`config.mk`:
```
export PLATFORM = sky130hd
export DESIGN_NAME = execute_muldiv_flat
export DESIGN_NICKNAME = d
export VERILOG_FILES = /design/src/rtl/muldiv_defs.sv /design/src/rtl/execute_muldiv_if.sv /design/src/rtl/div_serial.sv /design/src/rtl/execute_muldiv.sv /design/src/flat_wrapper.sv
export SDC_FILE = /design/constraint.sdc
export NUM_CORES = 2
export LEC_CHECK = 0
export ABC_AREA = 1
export CAP_MARGIN = 20
export CORE_MARGIN = 8
export CORE_UTILIZATION = 50
export DETAILED_ROUTE_END_ITERATION = 10
export GPL_ROUTABILITY_DRIVEN = 0
export PLACE_DENSITY_LB_ADDON = 0.08
export SETUP_SLACK_MARGIN = 0.02
export SYNTH_ARGS = -nofsm -noshare
export SYNTH_HDL_FRONTEND = slang
export SYNTH_HIERARCHICAL = 1
export SYNTH_SLANG_ARGS = --single-unit
```
`constraint.sdc`:
```
create_clock -name CLK -period 7.95 [get_ports CLK]
set_clock_uncertainty 0.15 [all_clocks]
set_input_delay 1.59 -clock CLK [delete_from_list [all_inputs] [get_ports CLK]]
set_output_delay 1.59 -clock CLK [all_outputs]
set_load 0.005 [all_outputs]
```
`src/rtl/muldiv_defs.sv`:
```
`default_nettype none
// ============================================================================
//  Module   : muldiv_defs (package)
//  Brief    : Shared constants and FSM encoding for the RV32M execute unit
//  Revision : 1.0 - initial release
// ============================================================================
package muldiv_defs;

  // funct3 (inst[14:12]) operation select
  localparam logic [2:0] F3_MUL    = 3'b000;
  localparam logic [2:0] F3_MULH   = 3'b001;
  localparam logic [2:0] F3_MULHSU = 3'b010;
  localparam logic [2:0] F3_MULHU  = 3'b011;
  localparam logic [2:0] F3_DIV    = 3'b100;
  localparam logic [2:0] F3_DIVU   = 3'b101;
  localparam logic [2:0] F3_REM    = 3'b110;
  localparam logic [2:0] F3_REMU   = 3'b111;

  // Instruction class identifiers for the M extension
  localparam logic [6:0] OPC_RCC       = 7'b0110011;
  localparam logic [6:0] FUNCT7_MULDIV = 7'b0000001;

  // Control FSM encoding
  typedef enum logic [1:0] {
    S_IDLE = 2'd0,
    S_MUL  = 2'd1,
    S_DIV  = 2'd2,
    S_DONE = 2'd3
  } md_state_t;

endpackage
`default_nettype wire

```
`src/rtl/execute_muldiv_if.sv`:
```
`default_nettype none
// ============================================================================
//  Module   : execute_muldiv_if
//  Brief    : Pipeline <-> mul/div unit signal bundle
//  Revision : 1.0 - initial release
// ============================================================================
interface execute_muldiv_if #(
  parameter int XLEN = 32
);
  logic            MD_start;
  logic [2:0]      MD_funct3;
  logic [XLEN-1:0] MD_rs1;
  logic [XLEN-1:0] MD_rs2;
  logic [4:0]      MD_rd;
  logic            MD_flush;
  logic            MD_stall;
  logic            MD_valid;
  logic [XLEN-1:0] MD_result;
  logic [4:0]      MD_rd_out;

  // Pipeline side: issues operations, observes stall/result
  modport master (
    output MD_start, MD_funct3, MD_rs1, MD_rs2, MD_rd, MD_flush,
    input  MD_stall, MD_valid, MD_result, MD_rd_out
  );

  // Unit side
  modport slave (
    input  MD_start, MD_funct3, MD_rs1, MD_rs2, MD_rd, MD_flush,
    output MD_stall, MD_valid, MD_result, MD_rd_out
  );
endinterface
`default_nettype wire

```
`src/rtl/div_serial.sv`:
```
`default_nettype none
// ============================================================================
//  Module   : div_serial
//  Brief    : Radix-2 restoring unsigned divider, one quotient bit per cycle
//  Revision : 1.0 - initial release
// ============================================================================
module div_serial #(
  parameter int XLEN = 32
) (
  input  wire logic            CLK,
  input  wire logic            RES,
  input  wire logic            i_start,
  input  wire logic            i_abort,
  input  wire logic [XLEN-1:0] i_dividend,
  input  wire logic [XLEN-1:0] i_divisor,
  output logic                 o_done,
  output logic [XLEN-1:0]      o_quot,
  output logic [XLEN-1:0]      o_rem
);
  localparam int              CW     = $clog2(XLEN);
  localparam logic [CW-1:0]   c_LAST = CW'(XLEN - 1);

  logic [XLEN-1:0] r_q;     // dividend shifts out, quotient shifts in
  logic [XLEN-1:0] r_r;     // partial remainder
  logic [XLEN-1:0] r_d;
  logic [CW-1:0]   r_cnt;
  logic            r_busy;
  logic            r_done;

  logic [XLEN:0]   w_shift;
  logic [XLEN:0]   w_diff;
  logic            w_ge;

  // Trial subtraction: a non-negative difference means the quotient bit is 1
  always_comb begin
    w_shift = {r_r, r_q[XLEN-1]};
    w_diff  = w_shift - {1'b0, r_d};
    w_ge    = ~w_diff[XLEN];
  end

  // Load on start, then XLEN restoring steps; done pulses after the last step
  always_ff @(posedge CLK) begin
    if (RES) begin
      r_q    <= '0;
      r_r    <= '0;
      r_d    <= '0;
      r_cnt  <= '0;
      r_busy <= 1'b0;
      r_done <= 1'b0;
    end else begin
      r_done <= 1'b0;
      if (i_abort) begin
        r_busy <= 1'b0;
      end else if (i_start) begin
        r_q    <= i_dividend;
        r_r    <= '0;
        r_d    <= i_divisor;
        r_cnt  <= '0;
        r_busy <= 1'b1;
      end else if (r_busy) begin
        r_q   <= {r_q[XLEN-2:0], w_ge};
        r_r   <= w_ge ? w_diff[XLEN-1:0] : w_shift[XLEN-1:0];
        r_cnt <= r_cnt + 1'b1;
        if (r_cnt == c_LAST) begin
          r_busy <= 1'b0;
          r_done <= 1'b1;
        end
      end
    end
  end

  assign o_done = r_done;
  assign o_quot = r_q;
  assign o_rem  = r_r;

endmodule
`default_nettype wire

```
`src/rtl/execute_muldiv.sv`:
```
`default_nettype none
// ============================================================================
//  Module   : execute_muldiv
//  Brief    : RV32M multiply/divide unit for the execute stage; stalls the
//             front end until the result is ready
//  Revision : 1.0 - initial release
// ============================================================================
module execute_muldiv
  import muldiv_defs::*;
#(
  parameter int XLEN     = 32,
  parameter bit DIV_FAST = 1'b1
) (
  input  wire logic        CLK,
  input  wire logic        RES,
  execute_muldiv_if.slave  md
);
  md_state_t       r_state;
  md_state_t       w_next;

  logic [2:0]      r_f3;
  logic [XLEN-1:0] r_a;
  logic [XLEN-1:0] r_b;
  logic [4:0]      r_rd;
  logic [XLEN-1:0] r_result;
  logic [4:0]      r_rd_out;

  logic            w_accept;
  logic            w_div_start;
  logic            w_stall;
  logic            w_valid;

  logic            w_in_signed;
  logic            w_in_special;
  logic [XLEN-1:0] w_in_a_mag;
  logic [XLEN-1:0] w_in_b_mag;
  logic [XLEN-1:0] w_fast_result;

  logic            w_a_sext;
  logic            w_b_sext;
  logic [2*XLEN-1:0] w_prod;
  logic [XLEN-1:0] w_mul_result;

  logic            w_div_done;
  logic [XLEN-1:0] w_div_q;
  logic [XLEN-1:0] w_div_r;
  logic [XLEN-1:0] w_div_result;

  // Applies operand signs to unsigned magnitudes; x/0 bypasses the sign rules
  function automatic logic [XLEN-1:0] div_fix(
    input logic            is_signed,
    input logic            is_rem,
    input logic [XLEN-1:0] a,
    input logic [XLEN-1:0] b,
    input logic [XLEN-1:0] q_mag,
    input logic [XLEN-1:0] r_mag
  );
    logic            sa;
    logic            sb;
    logic [XLEN-1:0] q;
    logic [XLEN-1:0] r;
    sa = is_signed & a[XLEN-1];
    sb = is_signed & b[XLEN-1];
    if (b == '0) begin
      q = '1;
      r = a;
    end else begin
      q = (sa ^ sb) ? -q_mag : q_mag;
      r = sa ? -r_mag : r_mag;
    end
    return is_rem ? r : q;
  endfunction

  // Incoming-operand decode: magnitudes for the divider and the 1-cycle cases.
  // Signed overflow maps naturally: |MIN|/1 = MIN, sign fix leaves MIN.
  always_comb begin
    w_in_signed  = ~md.MD_funct3[0];
    w_in_a_mag   = (w_in_signed & md.MD_rs1[XLEN-1]) ? -md.MD_rs1 : md.MD_rs1;
    w_in_b_mag   = (w_in_signed & md.MD_rs2[XLEN-1]) ? -md.MD_rs2 : md.MD_rs2;
    w_in_special = (md.MD_rs2 == '0) |
                   (w_in_signed & (md.MD_rs1 == {1'b1, {(XLEN-1){1'b0}}}) &
                    (md.MD_rs2 == '1));
    w_fast_result = div_fix(w_in_signed, md.MD_funct3[1], md.MD_rs1, md.MD_rs2,
                            w_in_a_mag, '0);
  end

  // Multiplier on latched operands; extending to 2*XLEN keeps the low
  // 2*XLEN bits of the product exact for every sign combination.
  always_comb begin
    w_a_sext     = (r_f3[1:0] != 2'b11) & r_a[XLEN-1];
    w_b_sext     = (r_f3[1:0] == 2'b01) & r_b[XLEN-1];
    w_prod       = {{XLEN{w_a_sext}}, r_a} * {{XLEN{w_b_sext}}, r_b};
    case (r_f3)
      F3_MUL:  w_mul_result = w_prod[XLEN-1:0];
      default: w_mul_result = w_prod[2*XLEN-1:XLEN];
    endcase
    w_div_result = div_fix(~r_f3[0], r_f3[1], r_a, r_b, w_div_q, w_div_r);
  end

  div_serial #(
    .XLEN       (XLEN)
  ) u_div (
    .CLK        (CLK),
    .RES        (RES),
    .i_start    (w_div_start),
    .i_abort    (md.MD_flush),
    .i_dividend (w_in_a_mag),
    .i_divisor  (w_in_b_mag),
    .o_done     (w_div_done),
    .o_quot     (w_div_q),
    .o_rem      (w_div_r)
  );

  // FSM state register
  always_ff @(posedge CLK) begin
    if (RES) r_state <= S_IDLE;
    else     r_state <= w_next;
  end

  // Next state, accept/stall/valid; DONE accepts like IDLE for back-to-back ops
  always_comb begin
    w_next      = r_state;
    w_accept    = 1'b0;
    w_div_start = 1'b0;
    w_stall     = 1'b0;
    w_valid     = 1'b0;
    case (r_state)
      S_IDLE, S_DONE: begin
        w_valid = (r_state == S_DONE);
        w_stall = md.MD_start;
        w_next  = S_IDLE;
        if (md.MD_start) begin
          w_accept = 1'b1;
          if (!md.MD_funct3[2]) begin
            w_next = S_MUL;
          end else if (DIV_FAST && w_in_special) begin
            w_next = S_DONE;
          end else begin
            w_next      = S_DIV;
            w_div_start = 1'b1;
          end
        end
      end
      S_MUL: begin
        w_stall = 1'b1;
        w_next  = S_DONE;
      end
      S_DIV: begin
        w_stall = 1'b1;
        if (w_div_done) w_next = S_DONE;
      end
      default: w_next = S_IDLE;
    endcase
    if (md.MD_flush) begin
      w_next      = S_IDLE;
      w_accept    = 1'b0;
      w_div_start = 1'b0;
    end
  end

  // Operand latch at accept; result/rd update only on the edge entering DONE
  always_ff @(posedge CLK) begin
    if (RES) begin
      r_f3     <= '0;
      r_a      <= '0;
      r_b      <= '0;
      r_rd     <= '0;
      r_result <= '0;
      r_rd_out <= '0;
    end else if (w_accept) begin
      r_f3 <= md.MD_funct3;
      r_a  <= md.MD_rs1;
      r_b  <= md.MD_rs2;
      r_rd <= md.MD_rd;
      if (w_next == S_DONE) begin
        r_result <= w_fast_result;
        r_rd_out <= md.MD_rd;
      end
    end else if (w_next == S_DONE) begin
      r_result <= (r_state == S_MUL) ? w_mul_result : w_div_result;
      r_rd_out <= r_rd;
    end
  end

  assign md.MD_stall  = w_stall;
  assign md.MD_valid  = w_valid;
  assign md.MD_result = r_result;
  assign md.MD_rd_out = r_rd_out;

endmodule
`default_nettype wire

```
`src/flat_wrapper.sv`:
```
// flat-port wrapper written by rule: the top's interface ports become plain ports
module execute_muldiv_flat import muldiv_defs::*;
#(
  parameter int XLEN     = 32,
  parameter bit DIV_FAST = 1'b1
)
  (CLK, RES, md_MD_start, md_MD_funct3, md_MD_rs1, md_MD_rs2, md_MD_rd, md_MD_flush, md_MD_stall, md_MD_valid, md_MD_result, md_MD_rd_out);
  execute_muldiv_if #(.XLEN(XLEN)) md_i ();
  input  wire logic CLK;
  input  wire logic RES;
  input wire logic [$bits(md_i.MD_start)-1:0] md_MD_start;
  input wire logic [$bits(md_i.MD_funct3)-1:0] md_MD_funct3;
  input wire logic [$bits(md_i.MD_rs1)-1:0] md_MD_rs1;
  input wire logic [$bits(md_i.MD_rs2)-1:0] md_MD_rs2;
  input wire logic [$bits(md_i.MD_rd)-1:0] md_MD_rd;
  input wire logic [$bits(md_i.MD_flush)-1:0] md_MD_flush;
  output wire logic [$bits(md_i.MD_stall)-1:0] md_MD_stall;
  output wire logic [$bits(md_i.MD_valid)-1:0] md_MD_valid;
  output wire logic [$bits(md_i.MD_result)-1:0] md_MD_result;
  output wire logic [$bits(md_i.MD_rd_out)-1:0] md_MD_rd_out;
  assign md_i.MD_start = md_MD_start;
  assign md_i.MD_funct3 = md_MD_funct3;
  assign md_i.MD_rs1 = md_MD_rs1;
  assign md_i.MD_rs2 = md_MD_rs2;
  assign md_i.MD_rd = md_MD_rd;
  assign md_i.MD_flush = md_MD_flush;
  assign md_MD_stall = md_i.MD_stall;
  assign md_MD_valid = md_i.MD_valid;
  assign md_MD_result = md_i.MD_result;
  assign md_MD_rd_out = md_i.MD_rd_out;
  execute_muldiv #(.XLEN(XLEN), .DIV_FAST(DIV_FAST)) u_core (.CLK(CLK), .RES(RES), .md(md_i));
endmodule
```
[Word level (Yosys, flattened, before mapping)]
Cells that the tools add are included.
Word-level totals
  logic and storage cells: 103
  input bits: 76
  output and inout port bits: 39
  flip-flop bits (word level): 214
Operators by class
  eq/ne operators: 9
  multiplexer cells: 46
  $add $sub $neg: 7
  reduce and logical (&&, ||, !) cells: 11
  bitwise operators: 16
  multipliers: 1
Operators by type and width (number)
  $mux W32: 21
  $neg A32 Y32: 5
  $eq A32 B32 Y1 const B: 2
  $logic_not A32 Y1: 2
  $mul A33 B33 Y64: 1
  $sub A33 B32 Y33: 1
  $mux W5: 5
  $mux W1: 14
  $and A1 B1 Y1: 8
  $mux W2: 4
  $eq A2 B2 Y1 const B: 3
  $pmux W2 S3: 1
  $reduce_or A2 Y1: 3
  $add A5 B1 Y5 const B: 1
  $eq A5 B5 Y1 const B: 1
  $not A1 Y1: 5
  $eq A2 B1 Y1 const B: 2
  $reduce_and A2 Y1: 2
  $reduce_or A4 Y1: 1
  $logic_not A3 Y1: 1
  $logic_not A2 Y1: 1
  $ne A2 B2 Y1 const B: 1
  $pmux W1 S2: 1
  $reduce_bool A2 Y1: 1
  2 further kinds: 3

[Longest topological paths before layout]
  depth after elaboration: 12
  gate-level depth with buffers: 38
  gate-level depth less buffers: 36

[Cells and area by module]
Netlist, hierarchy kept.
By module, submodules not included
  execute_muldiv: cells an instance 6703, area an instance 49867.8 um^2, times used 1, seq. area each 2222.1 um^2
  div_serial: cells an instance 1187, area an instance 7247.0 um^2, times used 1, seq. area each 2062.0 um^2

[Worst setup path after synthesis]
OpenSTA, ideal clock, no wires.
  path kind: register to register
  start point: reg u_core.r_a[31]
  end point: reg u_core.r_result[31] (netlist: u_core/md.MD_result[31])
  stages on the path, launching flop included: 38
  slack: 0.084 ns
  period minus slack after synthesis: 7.866 ns
  library setup time: 0.066 ns
  buffers on the path: 2
  required time: 7.734 ns
  arrival: 7.650 ns
  cell sequence: dfxtp_1 -> buf_2 -> inv_1 -> a21oi_2 -> clkbuf_1 -> nand2_1 -> inv_1 -> fa_1 -> inv_1 -> fa_1 -> inv_1 -> fa_1 -> fa_1 -> inv_1 -> fa_1 -> inv_1 -> fa_1 -> inv_1 -> [2 not listed] -> inv_1 -> ha_1 -> a21oi_1 -> a21boi_0 -> nor2_1 -> nor2_1 -> nor2_1 -> nor2_1 -> o21ai_0 -> a21oi_1 -> inv_1 -> nand3_1 -> nand3_1 -> nand2_1 -> nand2_1 -> nand2_1 -> nand2_1 -> a21oi_2
Between the ends
  longest elaborated chain between the ends: 8
  elaborated cells between the ends (all ways): 13
  those cells by class: mul: 1; mux: 9; bitwise: 3
RTL lines
  from (decl): line execute_muldiv.sv:22  | logic [XLEN-1:0] r_a;
  from (signal assigned): line execute_muldiv.sv:172  | r_a <= md.MD_rs1;
  branches (longest 5 deep; another with $mul A33 B33 Y64)
  $mux W32 (*): line execute_muldiv.sv:180  | r_result <= (r_state == S_MUL) ? w_mul_result : w_div_result;
  $mux W32 (*): line execute_muldiv.sv:179  | end else if (w_next == S_DONE) begin
  $mux W32 (*): line execute_muldiv.sv:170  | end else if (w_accept) begin
  to (signal assigned): line execute_muldiv.sv:176  | r_result <= w_fast_result;
  to (signal assigned): line execute_muldiv.sv:180
  to (decl): line execute_muldiv.sv:25  | logic [XLEN-1:0] r_result;
Every way passes the cells marked *. The select of a mux whose other input is x is not followed.
A chain may end at the register's enable or synchronous reset.

[Final worst setup path]
  start point: reg u_core.r_f3[1]
  end point: reg u_core.r_result[22] (netlist: u_core/md.MD_result[22])
Between the ends
  longest elaborated chain between the ends: 7
  elaborated cells between the ends (all ways): 11
  those cells by class: mul: 1; eq/ne: 2; mux: 5; bitwise: 2; reduce/logical: 1
RTL lines
  from (decl): line execute_muldiv.sv:21  | logic [2:0] r_f3;
  from (signal assigned): line execute_muldiv.sv:171  | r_f3 <= md.MD_funct3;
  $ne A2 B2 Y1 / $eq A2 B1 Y1 (equally long branches): line execute_muldiv.sv:90, execute_muldiv.sv:91
  $and A1 B1 Y1, on equally long branches: line execute_muldiv.sv:90, execute_muldiv.sv:91
  $mul A33 B33 Y64: line execute_muldiv.sv:92  | w_prod = {{XLEN{w_a_sext}}, r_a} * {{XLEN{w_b_sext}}, r_b};
  $mux W32: line execute_muldiv.sv:93  | case (r_f3)
  $mux W32 (*): line execute_muldiv.sv:180
  $mux W32 (*): line execute_muldiv.sv:179
  $mux W32 (*): line execute_muldiv.sv:170
Mark *: on every way between the ends. The rest lies on a longest branch, timed or not. The select of a mux whose other input is x is not followed.

==> out/qor.txt <==
status = finished clean
post-DR wirelength/cell = 20.56 um
Synth cell types = 65
fin cells = 9583
number of vias per cell = 5.388
CP Max Fanout = 5
Initial DRC Count = 4460
final core utilization = 57.30%
setup slack at placement = -233.6 ps
vias in the first global route = 53260
Worst slew margin = 32.29%
period utilization = 99.00%
Multi-input gate area = 45380 sq um
# DRC = 0
CTS tree = yes
H-tree depth = 1
root buf cell = clkbuf_16
CTS sink count = 214
crit-path max cell delay = 640 ps
final hold vios = 0
Total Neg Setup Slack = 0 ps
# rows = 124
CP endpoint kind = register
Post-Syn Area = 57110 sq um
Die Span Y = 354.0 um
Worst-Skew Late Latency = 590 ps
layout cells sized above 1 = 11.66%
Routed Antenna Nets = 0
Max-cap violations = 0
die width = 354.0 um
Reg area = 4324 sq um
Tmin final = 7870 ps
CP max-delay cell = fa_1
commonest non-fill, non-tap cells in the layout = nand2_1 (1984), inv_1 (1893), fa_1 (1121)
Pleak = 32.60 nW
Critical Path Most Common Cell = fa_1
Worst-path clk slew = 60 ps
Critical Path Start Type = register
Max Freq = 127.1 MHz
area delta synth->final = 14.24%
vias post-DR = 51630
Syn Nets = 9346
Yosys warnings = 6
I/O Buffers = 114
Cells after Synth = 7890
initial antenna violation count = 5
Slew @ Worst Pin = 1016 ps
Tot GR Track Use = 30.70%
WHS Path Cells = 2
worst reg2reg path depth = 34
WP depth = 34
Die Area = 125300 sq um
Fillers = 10990
Avg Inst Size Synth = 7.239 sq um
RSZ-0062 raised after global routing = true
DRT Pass-1 Iters = 6
Setup CP Type = register to register
worst path required time = 8300 ps
Final HPWL DP = 159.6 mm
total clock buffers created by CTS = 27
cts hold-fix bufs = 0
WP data arrival = 8220 ps
I/O Pins = 115
final layout net count = 9507
Bufs and invs on worst path = 9
#FFs+latches synth = 214
Final WS setup = 79.58 ps
Core ar. = 113900 sq um
EDFF count, synth = 0
Post-Route WL = 197.1 mm
asr flop ratio synth = 0%
Seq/Total Area, Yosys = 7.501%
Clock Tree Buf Depth = 3
VDD IR-drop max = 0.0002192 V
CP delay by family, top = adder cells
worst hold path type = register to register
pwr/cell area = 155.7 nW/um^2
Finish-stage setup viols = 0
first-pass GRT wire length = 303.8 mm
Initial Util = 50.15%
Slew Limit Fails = 0
Placed Instances = 9501
pin count of the biggest net entering global routing = 81
commonest non-fill, non-tap cell in the layout = nand2_1
Main synth FF type = dfxtp_1
total grt overflow = 0
==> registers in the layout, indices dropped and copies added (netlist names), 2 cells and up <==
| name | count |
|---|---|
| u_core/u_div/r_d | 32 |
| u_core/u_div/r_cnt | 5 |
| u_core/u_div/o_quot | 32 |
| u_core/u_div/o_rem | 32 |
| u_core/r_f3 | 3 |
| u_core/md.MD_rd_out | 5 |
| u_core/r_state | 2 |
| u_core/md.MD_result | 32 |
| u_core/r_rd | 5 |
| u_core/r_b | 32 |
| u_core/r_a | 32 |
==> layout make-up <==
type	instances	share of cell area, %
diodes	2	0.007670
clock buffers	36	1.164
clock inverters	11	0.2186
inverters	1964	11.33
multi-input cells	5311	69.55
flip-flops and latches	214	6.627
well taps	1512	2.899
repair buffers	533	8.207
==> per-stage QoR <==
step                cell area [sq um]  hold slack (ps)  total power [mW]
global route                    65240            337.7             10.90
global placement                62340            298.1             7.629
floorplan                       57110            283.1             4.830
detailed placement              62340            307.7             7.619
CTS                             63380            316.7             9.071
finish                          65250            316.5             10.16
==> kinds of logic after synthesis <==
kind of cell             synth area share [%]
multiplexers                          0.08763
flip-flops                              7.501
AO/OA/AOI/OAI                           8.368
XOR/XNOR                                1.807
adder cells (fa/ha/maj)                 45.03
buffers and inverters                   15.75
AND/OR/NAND/NOR                         21.45
==> final timing paths <==
path	to	from	slack, ps
setup / recovery	u_core/md.MD_result[22]	u_core/r_f3[1]	80
hold / removal	u_core/u_div/r_d[2]	u_core/u_div/r_d[2]	320
setup reg to reg	u_core/md.MD_result[22]	u_core/r_f3[1]	80
hold reg to reg	u_core/u_div/r_d[2]	u_core/u_div/r_d[2]	320
==> Yosys cell counts, types with 45 or more instances <==
cell type / number / area share [%]
ha_1: 254 / 5.6
a21oi_1: 327 / 2.9
nand4_1: 51 / 0.56
a31oi_1: 51 / 0.56
dfxtp_1: 214 / 7.5
nand2_1: 2032 / 13
inv_1: 1941 / 13
o21ai_0: 347 / 3.0
xnor2_1: 45 / 0.69
clkbuf_1: 353 / 2.3
nor2_1: 428 / 2.8
nand3_1: 237 / 2.1
fa_1: 1126 / 39
xor2_1: 66 / 1.0
==> timing repair <==
| action | 4_1_cts | 5_1_grt |
|---|---|---|
| endpoints found under the setup margin | 19 | 32 |
| resized for setup | 41 | 399 |
| buffers inserted | 3 | 24 |
| pin swaps | 5 | 132 |
| gates cloned | 0 | 6 |
==> routing by layer <==
metal / routed length (um) / up-vias / GRT usage, %
li1: - / 23510 / -
met1: 79000 / 25540 / 39.91
met2: 92200 / 2077 / 51.93
met3: 14540 / 508 / 3.403
met4: 11300 / 2 / 13.27
met5: 12 / - / 0
==> where the power goes <==
group	total (mW)	leakage (nW)	switching, mW	internal (mW)
clock	1.33	0.441	0.565	0.766
combinational	7.65	30.4	4.58	3.07
sequential	1.18	1.75	0.0578	1.12
total	10.2	32.6	5.20	4.96
==> tightest hold or removal path: stages, from the launching register on <==
cell,delay [ps]
dfxtp_1,300
inv_1,60
a21oi_1,60
(Power assumes the default switching activity.)
